<file path="src/rtl/pipe_ctrl_pkg.sv">
// Shared constants for the decode/ID-EX pipeline controller: FSM encodings,
// instruction field positions, bubble fields and the per-cycle control word.
package pipe_ctrl_pkg;

  localparam logic [1:0] ST_RUN   = 2'd0;
  localparam logic [1:0] ST_STALL = 2'd1;
  localparam logic [1:0] ST_FLUSH = 2'd2;

  localparam int FUNCT_HI = 15;
  localparam int FUNCT_LO = 12;
  localparam int RD_HI    = 11;
  localparam int RD_LO    = 8;
  localparam int RS_HI    = 7;
  localparam int RS_LO    = 4;
  localparam int RT_HI    = 3;
  localparam int RT_LO    = 0;

  // What the ID/EX register loads when idex_flush is asserted
  localparam logic [3:0] BUBBLE_FUNCT = 4'h0;
  localparam logic [3:0] BUBBLE_RS    = 4'h0;
  localparam logic [3:0] BUBBLE_RT    = 4'h0;

  typedef struct packed {
    logic pc_en;
    logic ifid_en;
    logic ifid_flush;
    logic idex_en;
    logic idex_flush;
    logic issue;
  } ctrl_t;

  localparam ctrl_t CTRL_RESET  = '{pc_en:1'b0, ifid_en:1'b0, ifid_flush:1'b1,
                                    idex_en:1'b0, idex_flush:1'b1, issue:1'b0};
  localparam ctrl_t CTRL_HOLD   = '{pc_en:1'b0, ifid_en:1'b0, ifid_flush:1'b0,
                                    idex_en:1'b0, idex_flush:1'b0, issue:1'b0};
  localparam ctrl_t CTRL_FLUSH  = '{pc_en:1'b1, ifid_en:1'b1, ifid_flush:1'b1,
                                    idex_en:1'b1, idex_flush:1'b1, issue:1'b0};
  localparam ctrl_t CTRL_BUBBLE = '{pc_en:1'b0, ifid_en:1'b0, ifid_flush:1'b0,
                                    idex_en:1'b1, idex_flush:1'b1, issue:1'b0};
  localparam ctrl_t CTRL_RUN    = '{pc_en:1'b1, ifid_en:1'b1, ifid_flush:1'b0,
                                    idex_en:1'b1, idex_flush:1'b0, issue:1'b0};

endpackage

</file>
<file path="src/rtl/reg_scoreboard.sv">
// Pending-write scoreboard: one bit per architectural register, cleared on
// writeback and set on issue (set wins on a same-register collision).
module reg_scoreboard
  import pipe_ctrl_pkg::*;
#(
  parameter int R = 4
) (
  input  logic              clk_i,
  input  logic              rst_i,
  input  logic              clr_en,
  input  logic [R-1:0]      clr_addr,
  input  logic              set_en,
  input  logic [R-1:0]      set_addr,
  input  logic [R-1:0]      rd_a,
  input  logic [R-1:0]      rd_b,
  input  logic [R-1:0]      rd_w,
  output logic              hit_a,
  output logic              hit_b,
  output logic              hit_w,
  output logic [(2**R)-1:0] pending
);

  logic [(2**R)-1:0] pend_q, pend_nx;

  always_comb begin
    pend_nx = pend_q;
    if (clr_en) pend_nx[clr_addr] = 1'b0;
    if (set_en) pend_nx[set_addr] = 1'b1;
  end

  always_ff @(posedge clk_i) begin
    if (rst_i) pend_q <= '0;
    else       pend_q <= pend_nx;
  end

  // Reads see only the registered vector: no writeback bypass.
  assign hit_a   = pend_q[rd_a];
  assign hit_b   = pend_q[rd_b];
  assign hit_w   = pend_q[rd_w];
  assign pending = pend_q;

endmodule

</file>
<file path="src/rtl/pipe_hazard_ctrl.sv">
// Decode-stage pipeline controller: RAW/WAW stall against the scoreboard,
// multicycle-EX hold, taken-branch flush, and a saturating stall counter.
module pipe_hazard_ctrl
  import pipe_ctrl_pkg::*;
#(
  parameter int R         = 4,
  parameter int F         = 4,
  parameter int FLUSH_CYC = 1,
  parameter int CW        = 16
) (
  input  logic              clk_i,
  input  logic              rst_i,
  input  logic              id_valid_i,
  input  logic [R-1:0]      id_rs_i,
  input  logic [R-1:0]      id_rt_i,
  input  logic [R-1:0]      id_rd_i,
  input  logic              id_use_rs_i,
  input  logic              id_use_rt_i,
  input  logic              id_wr_i,
  input  logic              wb_we_i,
  input  logic [R-1:0]      wb_wa_i,
  input  logic              ex_busy_i,
  input  logic              br_taken_i,
  output logic              pc_en_o,
  output logic              ifid_en_o,
  output logic              ifid_flush_o,
  output logic              idex_en_o,
  output logic              idex_flush_o,
  output logic              issue_o,
  output logic [(2**R)-1:0] pending_o,
  output logic [1:0]        state_o,
  output logic [CW-1:0]     stall_cnt_o
);

  if (FLUSH_CYC < 0 || FLUSH_CYC > 7 || F < 1 || R < 1 || CW < 1) begin : g_bad_param
    $error("pipe_hazard_ctrl: parameter out of range");
  end

  localparam logic [2:0] FLUSH_LD = (FLUSH_CYC > 0) ? 3'(FLUSH_CYC - 1) : 3'd0;

  logic [1:0]    state_q, state_nx;
  logic [2:0]    fcnt_q, fcnt_nx;
  logic [CW-1:0] stall_cnt_q;
  logic          hit_a, hit_b, hit_w, hazard, stall_inc;
  ctrl_t         ctrl;

  reg_scoreboard #(.R(R)) u_sb (
    .clk_i    (clk_i),
    .rst_i    (rst_i),
    .clr_en   (wb_we_i),
    .clr_addr (wb_wa_i),
    .set_en   (ctrl.issue & id_wr_i),
    .set_addr (id_rd_i),
    .rd_a     (id_rs_i),
    .rd_b     (id_rt_i),
    .rd_w     (id_rd_i),
    .hit_a    (hit_a),
    .hit_b    (hit_b),
    .hit_w    (hit_w),
    .pending  (pending_o)
  );

  assign hazard    = id_valid_i & ((id_use_rs_i & hit_a) | (id_use_rt_i & hit_b) | (id_wr_i & hit_w));
  assign stall_inc = (ex_busy_i | hazard) & ~rst_i;

  // RUN and STALL share one priority chain; STALL only records why we held.
  always_comb begin
    ctrl     = CTRL_RUN;
    state_nx = ST_RUN;
    fcnt_nx  = fcnt_q;
    if (rst_i) begin
      ctrl = CTRL_RESET;
    end else if (state_q == ST_FLUSH) begin
      ctrl = CTRL_FLUSH;
      if (fcnt_q == 3'd0) state_nx = ST_RUN;
      else begin
        state_nx = ST_FLUSH;
        fcnt_nx  = fcnt_q - 3'd1;
      end
    end else if (ex_busy_i) begin
      ctrl     = CTRL_HOLD;
      state_nx = ST_STALL;
    end else if (br_taken_i) begin
      ctrl = CTRL_FLUSH;
      if (FLUSH_CYC > 0) begin
        state_nx = ST_FLUSH;
        fcnt_nx  = FLUSH_LD;
      end
    end else if (hazard) begin
      ctrl     = CTRL_BUBBLE;
      state_nx = ST_STALL;
    end else begin
      ctrl.issue = id_valid_i;
    end
  end

  always_ff @(posedge clk_i) begin
    if (rst_i) begin
      state_q     <= ST_RUN;
      fcnt_q      <= 3'd0;
      stall_cnt_q <= '0;
    end else begin
      state_q <= state_nx;
      fcnt_q  <= fcnt_nx;
      if (stall_inc && stall_cnt_q != {CW{1'b1}}) stall_cnt_q <= stall_cnt_q + 1'b1;
    end
  end

  assign pc_en_o      = ctrl.pc_en;
  assign ifid_en_o    = ctrl.ifid_en;
  assign ifid_flush_o = ctrl.ifid_flush;
  assign idex_en_o    = ctrl.idex_en;
  assign idex_flush_o = ctrl.idex_flush;
  assign issue_o      = ctrl.issue;
  assign state_o      = state_q;
  assign stall_cnt_o  = stall_cnt_q;

endmodule
</file>
<file path="config.mk">
export PLATFORM = sky130hd
export DESIGN_NAME = pipe_hazard_ctrl
export DESIGN_NICKNAME = d
export VERILOG_FILES = /design/src/rtl/pipe_ctrl_pkg.sv /design/src/rtl/reg_scoreboard.sv /design/src/rtl/pipe_hazard_ctrl.sv
export SDC_FILE = /design/constraint.sdc
export NUM_CORES = 1
export LEC_CHECK = 0
export BUFFER_PORTS_ARGS = -buffer_cell sky130_fd_sc_hd__buf_2
export CORE_MARGIN = 3
export CORE_UTILIZATION = 56
export CTS_BUF_LIST = sky130_fd_sc_hd__clkbuf_4 sky130_fd_sc_hd__clkbuf_8 sky130_fd_sc_hd__clkbuf_16
export DETAILED_ROUTE_END_ITERATION = 16
export PLACE_DENSITY = 0.87
export SETUP_SLACK_MARGIN = 0.15
export SLEW_MARGIN = 40
export SYNTH_ARGS = -nofsm -noshare
export SYNTH_HDL_FRONTEND = slang
export SYNTH_HIERARCHICAL = 1
export SYNTH_SLANG_ARGS = --single-unit
</file>
<file path="constraint.sdc">
create_clock -name clk_i -period 4.2 [get_ports clk_i]
set_clock_uncertainty 0.2 [all_clocks]
set_input_delay 0.21 -clock clk_i [delete_from_list [all_inputs] [get_ports clk_i]]
set_output_delay 0.21 -clock clk_i [all_outputs]
set_load 0.005 [all_outputs]
</file>
======== Word-level counts from Yosys, hierarchy flattened ========
Cells that the tools add are included.
storage, ports and cells
  bits in registers ....................... 37
  latch bits .............................. 0
  bits in writable memories ............... 0
  memory bits (read-only) ................. 0
  bits of input ports ..................... 25
  output and inout bits ................... 40
  word-level logic and storage cells ...... 62
  memories ................................ 0
cells by class
  add/sub/neg operators ................... 2
  $mul .................................... 0
  divide/modulo/power cells ............... 0
  $lt $le $gt $ge ......................... 6
  eq/ne operators ......................... 4
  shift-type cells ........................ 0
  muxes and demuxes ....................... 27
  bitwise logic cells ..................... 13
  reduce and logical (&&, ||, !) cells .... 6
operator list
  operator               count
  $mux 16                2
  $mux 6                 4
  $lt 4x5->1 const B     4
  $add 16x1->16 const B  1
  $and 16x16->16         1
  $ne 16x16->1 const B   1
  $not 16->16            1
  $or 16x16->16          1
  $bmux 1 s4             3
  $mux 3                 4
  $demux 1 s4            2
  $ge 4x1->1 const B     2
  $mux 2                 4
  $mux 1                 7
  $and 1x1->1            6
  $mux 5                 1
  $logic_and 1x1->1      3
  $logic_not 3->1        1
  $or 1x1->1             3
  $reduce_and 3->1       1
  $sub 3x1->3 const B    1
  $eq 2x2->1 const B     1
  $ne 2x1->1 const B     1
  $ne 2x2->1 const B     1
  2 further kinds        2

======== Logic depth before layout (Yosys ltp) ========
Gate-level depths: netlist (run 1).
  depth after elaboration ................. 13
  mapped depth ............................ 10
  gate-level depth less buffers ........... 10

======== Cells and area by module ========
The synthesis (run 1) kept the hierarchy.
modules (own cells, without submodules)
  module            times used  cells an instance  area each (um^2)  seq. area each (um^2)
  pipe_hazard_ctrl  1           139                1,148.6           420.4
  reg_scoreboard    1           104                1,084.8           320.3

======== Worst setup path before layout (run 1) ========
Ideal clock, no wire load.
  path kind ............................... reg2reg
  start ................................... reg u_sb.pend_q[13], in the netlist u_sb/pending[13]
  end ..................................... reg u_sb.pend_q[12], in the netlist u_sb/pending[12]
  setup time .............................. 0.070 ns
  data arrival time ....................... 2.247 ns
  data required time ...................... 3.930 ns
  path slack .............................. 1.683 ns
  cell stages (with the launch flop) ...... 11
  path buffers ............................ 0
  clock period less this slack ............ 2.517 ns
  cells stage by stage .................... dfxtp_1 > mux4_1 > mux2i_1 > mux2i_1 > a22o_1 > a21oi_1 > and3_1 > and2_1 > nor3b_1 > nand3_1 > a21oi_1
between the ends
  cells in the longest elaborated chain, start to end .. 13
  elaborated cells on any way between the ends .. 19
  those cells by class .................... mux: 12; bitwise: 7
ends and longest elaborated chain
  what                          line                    text
  start, declared               reg_scoreboard.sv:23    logic [(2**R)-1:0] pend_q, pend_nx;
  start signal, assigned        reg_scoreboard.sv:33    else pend_q <= pend_nx;
  $bmux 1 s4                    reg_scoreboard.sv:37    assign hit_a = pend_q[rd_a];
  $mux 1 (not written as such)  reg_scoreboard.sv:37
  net hit_a                     pipe_hazard_ctrl.sv:44  logic hit_a, hit_b, hit_w, hazard, stall_inc;
  $and 1x1->1                   pipe_hazard_ctrl.sv:63  assign hazard = id_valid_i & ((id_use_rs_i & hit_a) | (id_use_rt_i & hit_b) | (id_wr_i & hit_w));
  $or 1x1->1 (2 in series)      pipe_hazard_ctrl.sv:63
  $and 1x1->1                   pipe_hazard_ctrl.sv:63
  $mux 1                        pipe_hazard_ctrl.sv:89  end else if (hazard) begin
  $mux 6                        pipe_hazard_ctrl.sv:83  end else if (br_taken_i) begin
  $mux 6                        pipe_hazard_ctrl.sv:80  end else if (ex_busy_i) begin
  $mux 6                        pipe_hazard_ctrl.sv:73  end else if (state_q == ST_FLUSH) begin
  $mux 6                        pipe_hazard_ctrl.sv:71  if (rst_i) begin
  net issue_o                   pipe_hazard_ctrl.sv:29  output logic issue_o,
  $and 1x1->1                   pipe_hazard_ctrl.sv:52  .set_en (ctrl.issue & id_wr_i),
  $mux 16                       reg_scoreboard.sv:28    if (set_en) pend_nx[set_addr] = 1'b1;
The timed path passes the listed nets, and every way through them passes these cells. The select of a mux whose other input is x is not followed.
A chain may end at the register's enable or synchronous reset.

======== Worst setup path in the final report (run 1) ========
  start ................................... reg u_sb.pend_q[13], in the netlist u_sb/pending[13]
  end ..................................... reg u_sb.pend_q[12], in the netlist u_sb/pending[12]
between the ends
  cells in the longest elaborated chain, start to end .. 13
  elaborated cells on any way between the ends .. 19
  those cells by class .................... mux: 12; bitwise: 7
ends and longest elaborated chain
  what                          line
  $bmux 1 s4                    reg_scoreboard.sv:37
  $mux 1 (not written as such)  reg_scoreboard.sv:37
  net hit_a                     pipe_hazard_ctrl.sv:44
  $and 1x1->1                   pipe_hazard_ctrl.sv:63
  $or 1x1->1 (2 in series)      pipe_hazard_ctrl.sv:63
  $and 1x1->1                   pipe_hazard_ctrl.sv:63
  $mux 1                        pipe_hazard_ctrl.sv:89
  $mux 6                        pipe_hazard_ctrl.sv:83
  $mux 6                        pipe_hazard_ctrl.sv:80
  $mux 6                        pipe_hazard_ctrl.sv:73
  $mux 6                        pipe_hazard_ctrl.sv:71
  $and 1x1->1                   pipe_hazard_ctrl.sv:52
  $mux 16                       reg_scoreboard.sv:28
The timed path passes the listed nets, and every way through them passes these cells. The select of a mux whose other input is x is not followed.

==> results.txt, run 1 <==
Int Power = 582 uW
Period minus WS final = 3050 ps
Total grt overflow = 0
Worst r2r path cells = 10
P per Cell Area = 278 mW/mm^2
Fillers = 299
Final Hold Fails = 0
Diode count = 0
Clk pin slew, worst setup/hold paths = 70 ps
Yosys top cell area share = 33.2%
Largest net degree at the start of global routing = 44
Endpoints failing setup = 0
Status = complete, no violations
Initial antenna violation count = 0
Finished Cell Area = 0.00271 sq mm
Sequential area share after synthesis = 33.2%
Clock sink count = 37
Switching Fraction = 22.7%
Critical Path Fanout Max = 6
CTS Root Cell = clkbuf_8
Worst path max stage delay = 520 ps
Std cell rows = 22
Clock tree from TritonCTS = yes
Synth Cell Area = 0.00223 sq mm
Worst-margin pin slew = 765 ps
Hold_sp = id_rd_i[2]
# port buffers = 64
Post-Route WL = 5980 um
Antenna-violating nets left = 0
DP HPWL = 4090 um
H-tree depth = 2
Clock latency on the worst-skew pair = 290 ps
RSZ-0062 raised after global routing = no
Data arrival, critical path = 3060 ps
Maximum vdd drop = 0.000199 V
Die Area = 0.00478 sq mm
Standby leakage power = 0.00114 uW
Syn. warnings = 6
Synthesized Nets = 271
Final worst path period share = 72.6%
Placement Cell Area = 0.00259 sq mm
Kind of critical path = reg2reg
Area delta synth->final = 21.2%
Die W = 69.2 um
Starting Density = 59.7%
Share of cells above drive strength 1 = 28.0%
Gr usage total = 24.5%
Post-synth EDFFs = 0
Number of library cell types mapped by synthesis = 43
DR pass1 iterations = 5
F_max = 0.328 GHz
Syn Area/Cell = 9.19 sq um
Vias = 2256
Vias in the first global route = 1993
Total I/O pin count = 65
Reg2reg end = u_sb/pending[12]
Data required time of the worst path = 4210 ps
Nets = 334
Setup TNS = 0 ps
Max Slew Vio Count = 0
Core box area = 0.00374 sq mm
Hold depth = 3
Routability congestion estimate = 0.938
CTS Hold Buffers Added = 0
Worst R2R Start = u_sb/pending[13]
Max clock buf depth = 2
Hold WC Path Type = in2reg
Cell taking the most area after synthesis = dfxtp_1
Syn Inst Count = 243
DRT iter0 DRCs = 190
FFs w/ async S/R, synth = 0%
Residual DRC = 0
CTS Buf Count = 5
Core Util, Final = 72.3%
Cts repair resizes = 0
WL/cell = 16.8 um
Crit-path slowest cell = mux4_1
Clock power frac = 43.5%
Psw = 171 uW
Worst setup EP type = flop
Top FF cell, synth = dfxtp_1
Via density = 6.35
R2r setup slk = 1150 ps
Combinational Power Share = 9.1%
Post-CTS Setup Inserts = 0
Relative slew slack = 49.0%
WHS Endpoint = u_sb/pending[15]
Die Y = 69.2 um
Yosys reg bits = 37
Crit start category = flop
Global-route wire length before repair = 9560 um
Part of the power in registers = 47.4%
Synth area leaders = dfxtp_1 33%, mux4_1 14%, a21oi_1 8.3%, o21ai_0 4.3%, mux2i_1 4.0%
Max_cap viols = 0
Worst path cell trace = mux4_1 -> mux2i_1 -> mux2i_1 -> a22o_1 -> a21oi_1 -> and3_1 -> and2_1 -> nor3b_1 -> nand3_1 -> a21oi_1
## logic make-up after synthesis
family / Yosys count / share of synthesized area [%]
buf+inv: 17 / 3.36
fa+ha+maj: 3 / 1.68
flops: 37 / 33.2
mux: 24 / 19.7
simple gates: 91 / 24.4
compound gates: 71 / 17.7
## metal layers
| layer | routed length (um) | global-route usage (%) |
|---|---|---|
| met1 | 2460 | 32.1 |
| met2 | 2950 | 39.5 |
| met3 | 479 | 4.37 |
| met4 | 90 | 10.6 |
| met5 | 0 | 0 |
## worst max-delay path by stage
stage	from	to	cells after the start
after floorplan	u_sb/pending[13]	u_sb/pending[12]	10
after global placement	id_rs_i[0]	u_sb/pending[12]	11
after detailed placement	id_rs_i[0]	u_sb/pending[12]	11
after CTS	u_sb/pending[1]	u_sb/pending[12]	10
after global routing	u_sb/pending[1]	u_sb/pending[12]	10
final	u_sb/pending[13]	u_sb/pending[12]	10
## worst max-delay path, delay by kind of cell (launching register included)
family,cells,cell delay (ps)
simple gates,4,1060
mux,3,760
compound gates,3,570
flops,1,360
## per-stage QoR
stage	hold WS (ps)	instances	total power (uW)	setup slack [ps]
finish	73.6	355	753	1150
global route	75.9	355	777	942
CTS	59.1	355	753	1210
detailed placement	287	347	431	1340
global placement	270	347	430	1500
floorplan	158	243	398	1680
## cell type report
type | count | area (sq um) | area share, %
clock inverters | 1 | 30.0 | 1.11
clock buffers | 7 | 90.1 | 3.33
multi-input cells | 189 | 1420 | 52.6
inverters | 7 | 26.3 | 0.971
flip-flops and latches | 37 | 741 | 27.4
repair buffers | 66 | 335 | 12.4
well taps | 48 | 60.1 | 2.22
## power groups by stage
stage | Sequential (uW) | Clock (uW) | Combinational, uW
5_1_grt | 357 | 345 | 75.0
3_5_place_dp | 365 | 0 | 66.6
3_3_place_gp | 364 | 0 | 65.3
2_1_floorplan | 364 | 0 | 34.2
6_report | 356 | 328 | 68.4
4_1_cts | 356 | 329 | 67.5
## synth_stat cells (all sizes together), types with 4 or more instances
cell type and instances:
a21oi 37, buf 5, clkbuf 5, dfxtp 37, inv 7, mux2i 9, mux4 12, nand2 16
nand2b 5, nand3 10, nand4 5, nor2 9, nor2b 6, nor3 5, nor4 4, o21ai 19
o31ai 9, or4 9
## flip-flops by register name, indices dropped and copies added, names as in the netlist
register      cells
stall_cnt_o      16
u_sb/pending     16
fcnt_q            3
state_o           2
## layout by cell type (no fill, tap or decap), drive strengths merged, types with 4 or more instances in the layout
cell type | netlist | final
o31ai | 9 | 9
nor2 | 9 | 9
clkbuf | 5 | 7
nand3 | 10 | 10
inv | 7 | 7
mux4 | 12 | 12
nand2 | 16 | 16
dfxtp | 37 | 37
or4 | 9 | 9
buf | 5 | 66
o21ai | 19 | 19
mux2i | 9 | 9
nand4 | 5 | 5
nor4 | 4 | 4
nand2b | 5 | 5
a21oi | 37 | 37
nor2b | 6 | 6
nor3 | 5 | 5
No activity file was read; power rests on OpenSTA's default activity.
==> inputs of run 2 (changes only) <==
--- a/config.mk
+++ b/config.mk
@@ -7,10 +7,10 @@
 export LEC_CHECK = 0
 export BUFFER_PORTS_ARGS = -buffer_cell sky130_fd_sc_hd__buf_2
 export CORE_MARGIN = 3
-export CORE_UTILIZATION = 56
+export CORE_UTILIZATION = 47
 export CTS_BUF_LIST = sky130_fd_sc_hd__clkbuf_4 sky130_fd_sc_hd__clkbuf_8 sky130_fd_sc_hd__clkbuf_16
 export DETAILED_ROUTE_END_ITERATION = 16
-export PLACE_DENSITY = 0.87
+export PLACE_DENSITY = 0.78
 export SETUP_SLACK_MARGIN = 0.15
 export SLEW_MARGIN = 40
 export SYNTH_ARGS = -nofsm -noshare
==> constraint.sdc (replaced) <==
create_clock -name clk_i -period 2.7 [get_ports clk_i]
set_clock_uncertainty 0.2 [all_clocks]
set_input_delay 0.135 -clock clk_i [delete_from_list [all_inputs] [get_ports clk_i]]
set_output_delay 0.135 -clock clk_i [all_outputs]
set_load 0.005 [all_outputs]
==> run 2 against run 1 <==
Non-clock buffer count is 23 higher. Combinational power is 83% higher. Sequential power is 56% higher. Clock power is 22% higher. First-iteration DRC count is 12% higher. Sequential share of layout area is 1.9 points lower. Sequential cell count stayed put. Via count is 5.0% higher. Critical endpoint is now u_sb/pending[14]. Largest power group unchanged.
==> results.txt, run 2 (synthesis gave the netlist of run 1 again) <==
Kind of critical path = reg2reg
Relative slew slack = 56.9%
Setup WS post-layout = 42.6 ps
DP HPWL = 4350 um
Die Y = 74.9 um
Vias = 2368
Max clock buf depth = 2
Residual DRC = 0
Final Hold Slack = 63.1 ps
Worst-margin pin slew = 641 ps
Worst setup EP type = flop
Global-route wire length before repair = 9500 um
Max Slew Vio Count = 0
Total power = 1080 uW
Clock sink count = 37
Routability congestion estimate = 0.948
Gr usage total = 22.1%
Final Hold Fails = 0
Commonest non-fill, non-tap cells in the layout = 64 x buf_2, 32 x a21oi_1, 22 x dfxtp_1
RSZ-0062 raised after global routing = yes
Core box area = 0.00447 sq mm
Final worst path period share = 98.4%
Die W = 74.9 um
Max_cap viols = 0
Via density = 6.20
Antenna-violating nets left = 0
Fillers = 372
Nets = 357
Diode count = 0
Metal2 WL = 3110 um
Area delta synth->final = 33.4%
Period minus WS final = 2660 ps
WHS Endpoint = u_sb/pending[9]
Placement Cell Area = 0.00266 sq mm
Share of cells above drive strength 1 = 44.2%
Hold depth = 3
Post-place setup slack = 0.974 ps
Worst R2R Start = u_sb/pending[10]
Reg2reg end = u_sb/pending[14]
Routed met1 length = 2700 um
Worst r2r path cells = 11
Critical Path Fanout Max = 5
R2r setup slk = 40 ps
Hold WC Path Type = in2reg
WL met3 = 530 um
CTS Buf Count = 5
Maximum vdd drop = 0.000212 V
Crit start category = flop
Most common cell after layout, fill and taps aside = buf_2
Vias in the first global route = 2097
Finished Cell Area = 0.00298 sq mm
Std cell rows = 24
DR pass1 iterations = 5
FF+latch area = 759 sq um
Clock latency on the worst-skew pair = 280 ps
Top sig layer = met4
WL/cell = 16.8 um
Status = complete, no violations
Hold_sp = id_rd_i[0]
H-tree depth = 2
Starting Density = 49.9%
Total grt overflow = 0
Initial antenna violation count = 0
Clk pin slew, worst setup/hold paths = 80 ps
CTS Root Cell = clkbuf_8
Data required time of the worst path = 2710 ps
P per Cell Area = 362 mW/mm^2
Standby leakage power = 0.00123 uW
F_max = 0.376 GHz
DRT iter0 DRCs = 212
Endpoints failing setup = 0
Total I/O pin count = 65
Clock tree from TritonCTS = yes
Post-Route WL = 6430 um
# port buffers = 64
Multi-input combinational cell area = 0.00150 sq mm
Data arrival, critical path = 2670 ps
Die Area = 0.00562 sq mm
Largest net degree at the start of global routing = 43
## run 2: power by group
part / total [uW] / switching, uW / internal [uW]
Combinational: 125 / 70.5 / 54.0
Clock: 399 / 196 / 203
Sequential: 554 / 4.61 / 549
## run 2: timing repair
action | 4_1_cts | 5_1_grt
resized for setup | 24 | 21
endpoints found under the hold margin | 4 | 0
pin swaps | 5 | 9
setup buffers | 10 | 4
endpoints found under the setup margin | 16 | 23
hold buffers | 2 | 0
## run 2: layout make-up
class | count | share of cell area (%)
multi-input cells | 189 | 50.2
flip-flops and latches | 37 | 25.5
repair buffers | 89 | 18.1
clock buffers | 7 | 2.81
well taps | 52 | 2.18
inverters | 7 | 0.882
clock inverters | 1 | 0.252
## run 2: worst max-delay path: stages (launching register included)
cell	delay, ps
dfxtp_2	340
mux4_1	500
mux2i_1	160
mux2i_1	90
a22o_1	210
a21oi_2	120
and3_1	190
and2_4	170
buf_6	110
and3b_2	230
nand3_1	100
a21oi_1	140
## run 2: stage by stage
stage / utilization [%] / instances / TNS [ps]
floorplan: - / 243 / 0
global placement: 59.4 / 358 / 0
detailed placement: 59.4 / 358 / 0
CTS: 64.2 / 378 / 0
global route: 66.6 / 382 / -57.3
finish: 66.6 / 382 / 0
## run 2: worst max path at each step
stage	startpoint	endpoint	slack, ps
floorplan	u_sb/pending[13]	u_sb/pending[12]	180
global placement	id_rs_i[0]	u_sb/pending[6]	90
detailed placement	u_sb/pending[5]	u_sb/pending[12]	1
CTS	u_sb/pending[13]	u_sb/pending[10]	130
global route	u_sb/pending[7]	u_sb/pending[14]	-60
finish	u_sb/pending[10]	u_sb/pending[14]	40
## run 2: metal layers
metal	global-route usage, %	up-vias
li1	-	1111
met1	29.1	1148
met2	35.8	100
met3	5.87	9
met4	6.13	0
met5	0	-
==> inputs of run 3 (changes only) <==
--- a/config.mk
+++ b/config.mk
@@ -15,5 +15,4 @@
 export SLEW_MARGIN = 40
 export SYNTH_ARGS = -nofsm -noshare
 export SYNTH_HDL_FRONTEND = slang
-export SYNTH_HIERARCHICAL = 1
 export SYNTH_SLANG_ARGS = --single-unit
==> run 3 against run 2 <==
Routed wire length decreased by 4.9%. First-iteration DRC count fell by 13%. Critical path depth fell by 5. Power grew 14%. Utilization down 4.6 points. Hold slack worse by 48 ps. Via count is 4.9% lower. Final area decreased by 6.2%. Clock power increased by 29%. Combinational power increased by 26%. Non-clock buffer count is 17 lower. Largest cell class unchanged.
==> results.txt, run 3 <==
Core box area = 0.00450 sq mm
Part of the power in registers = 45.3%
Yosys reg bits = 37
Clk pin slew, worst setup/hold paths = 80 ps
Worst path cell trace = mux4_2 -> o2111ai_2 -> nand4_2 -> o21ai_2 -> o31a_1 -> buf_2
WHS Endpoint = state_o[0]
Starting Density = 50.0%
Diode count = 0
Kind of critical path = reg2out
CTS Root Cell = clkbuf_8
DP HPWL = 4380 um
Vias in the first global route = 2031
Post-Route WL = 6110 um
Residual DRC = 0
Relative slew slack = 66.3%
Nets = 336
Sequential area share after synthesis = 32.9%
F_max = 0.407 GHz
Yosys top cell area share = 32.9%
Int Power = 913 uW
Clock tree from TritonCTS = yes
Largest net degree at the start of global routing = 26
Commonest non-fill, non-tap cells in the layout = 64 x buf_2, 37 x dfxtp_1, 14 x nand2_1, 14 x a21oi_1, 14 x o211ai_1
Max_cap viols = 0
Max clock buf depth = 2
Data arrival, critical path = 2120 ps
Status = complete, no violations
Standby leakage power = 0.00114 uW
Syn Area/Cell = 9.23 sq um
Hold WC Path Type = in2reg
# port buffers = 64
Worst path max stage delay = 500 ps
Switching Fraction = 25.7%
Final Hold Slack = 14.9 ps
Synthesized Nets = 272
Maximum vdd drop = 0.000227 V
Gr usage total = 21.9%
CTS Buf Count = 5
Syn. warnings = 0
Critical Path Fanout Max = 5
Post-synth EDFFs = 0
Cell taking the most area after synthesis = dfxtp_1
Die Area = 0.00566 sq mm
H-tree depth = 2
FFs w/ async S/R, synth = 0%
Global-route wire length before repair = 9630 um
Endpoints failing setup = 0
Hold depth = 3
Multi-input combinational cell area = 0.00142 sq mm
Final worst path period share = 91.1%
RSZ-0062 raised after global routing = no
Routability congestion estimate = 0.948
Area delta synth->final = 24.1%
Hold_sp = ex_busy_i
Syn Inst Count = 244
Worst-margin pin slew = 505 ps
Synth area leaders = dfxtp_1 33%, mux4_2 6.0%, mux2i_1 4.9%, o211ai_1 4.7%, o41ai_2 4.3%
Clock latency on the worst-skew pair = 290 ps
Die W = 75.2 um
Worst R2R Start = u_sb.pending[7]
Crit start category = flop
Worst setup EP type = output port
Period minus WS final = 2460 ps
Clock power frac = 41.9%
Most common cell after layout, fill and taps aside = buf_2
Reg2reg end = stall_cnt_o[0]
Fillers = 380
Vias = 2252
Crit-path slowest cell = mux4_2
Finished Cell Area = 0.00279 sq mm
Antenna-violating nets left = 0
Placement Cell Area = 0.00259 sq mm
FF+latch area = 741 sq um
Synth Cell Area = 0.00225 sq mm
Psw = 317 uW
DR pass1 iterations = 5
WL/cell = 16.9 um
Via density = 6.24
Initial antenna violation count = 0
R2r setup slk = 300 ps
P per Cell Area = 440 mW/mm^2
DRT iter0 DRCs = 184
Clock sink count = 37
Die Y = 75.2 um
Data required time of the worst path = 2370 ps
Std cell rows = 24
Share of cells above drive strength 1 = 33.0%
Most frequent cell after synthesis = dfxtp_1
Final Hold Fails = 0
Number of library cell types mapped by synthesis = 46
Synth top cells by count = 37 x dfxtp_1, 14 x a21oi_1, 14 x nand2_1, 14 x o211ai_1, 13 x inv_1
Top FF cell, synth = dfxtp_1
Worst r2r path cells = 8
Max Slew Vio Count = 0
Total I/O pin count = 65
Total power = 1230 uW
Setup TNS = 0 ps
Combinational Power Share = 12.8%
Total grt overflow = 0
-- run 3: cell count changes in the layout (fill, tap and decap cells not counted), moves of 7 or more --
cell,change
a21oi_1,-18
buf_4,-14
dfxtp_1,+15
dfxtp_2,-15
o211ai_1,+13
o21ai_0,-10
o41ai_2,+7
-- run 3: how the worst max path moves through the flow --
| stage | startpoint | to | cells past startpoint |
|---|---|---|---|
| 2_1_floorplan | u_sb.pending[11] | u_sb.pending[0] | 7 |
| 3_3_place_gp | id_rt_i[1] | u_sb.pending[4] | 7 |
| 3_5_place_dp | id_rt_i[1] | u_sb.pending[5] | 7 |
| 4_1_cts | u_sb.pending[11] | u_sb.pending[5] | 6 |
| 5_1_grt | u_sb.pending[7] | pc_en_o | 6 |
| 6_report | u_sb.pending[7] | ifid_en_o | 6 |
-- run 3: power groups by stage --
stage | combinational (uW) | sequential [uW] | clock, uW
6_report | 157 | 558 | 516
5_1_grt | 171 | 558 | 543
4_1_cts | 147 | 558 | 520
3_5_place_dp | 142 | 571 | 0
3_3_place_gp | 139 | 570 | 0
2_1_floorplan | 91.0 | 570 | 0
-- run 3: kinds of logic after synthesis --
| group | after synthesis | share of synthesized area, % |
|---|---|---|
| compound gates | 78 | 26.7 |
| simple gates | 78 | 19.1 |
| flops | 37 | 32.9 |
| buf+inv | 28 | 6.11 |
| mux | 19 | 13.2 |
| fa+ha+maj | 3 | 1.67 |
| xor+xnor | 1 | 0.389 |
-- run 3: repair_timing --
| item | CTS | global route |
|---|---|---|
| pin swaps | 0 | 3 |
| endpoints found under the hold margin | 7 | 0 |
| gates resized for setup | 2 | 7 |
| setup buffers | 0 | 1 |
| setup endpoints to repair | 3 | 19 |
| hold buffers | 3 | 0 |
-- run 3: cell type report --
class | instances | share of cell area [%]
multi-input combinational | 179 | 50.6
sequential | 37 | 26.5
timing repair buffer | 72 | 14.3
clock buffer | 6 | 2.96
tap | 52 | 2.33
inverter | 13 | 1.88
clock inverter | 2 | 1.34
-- run 3: critical path, delay by kind of cell (launching register included) --
kind / cells / cell delay, ps
mux: 1 / 500
simple gates: 1 / 230
compound gates: 3 / 610
flops: 1 / 370
buf+inv: 1 / 110
-- run 3: metal layers --
layer / GRT usage, % / share of wire, % / vias to the layer above
li1: - / - / 1080
met2: 34.4 / 47 / 101
met3: 4.67 / 8.0 / 8
met1: 30.1 / 44 / 1063
met5: 0 / 0 / -
met4: 6.80 / 1.5 / 0
-- run 3: per-stage QoR --
stage                     instances  util [%]  worst slack [ps]
after floorplan                 244         -               456
after global placement          349      57.5               288
after detailed placement        349      57.5               152
after CTS                       360      60.9               159
after global routing            361      62.0               139
final                           361      62.0               240
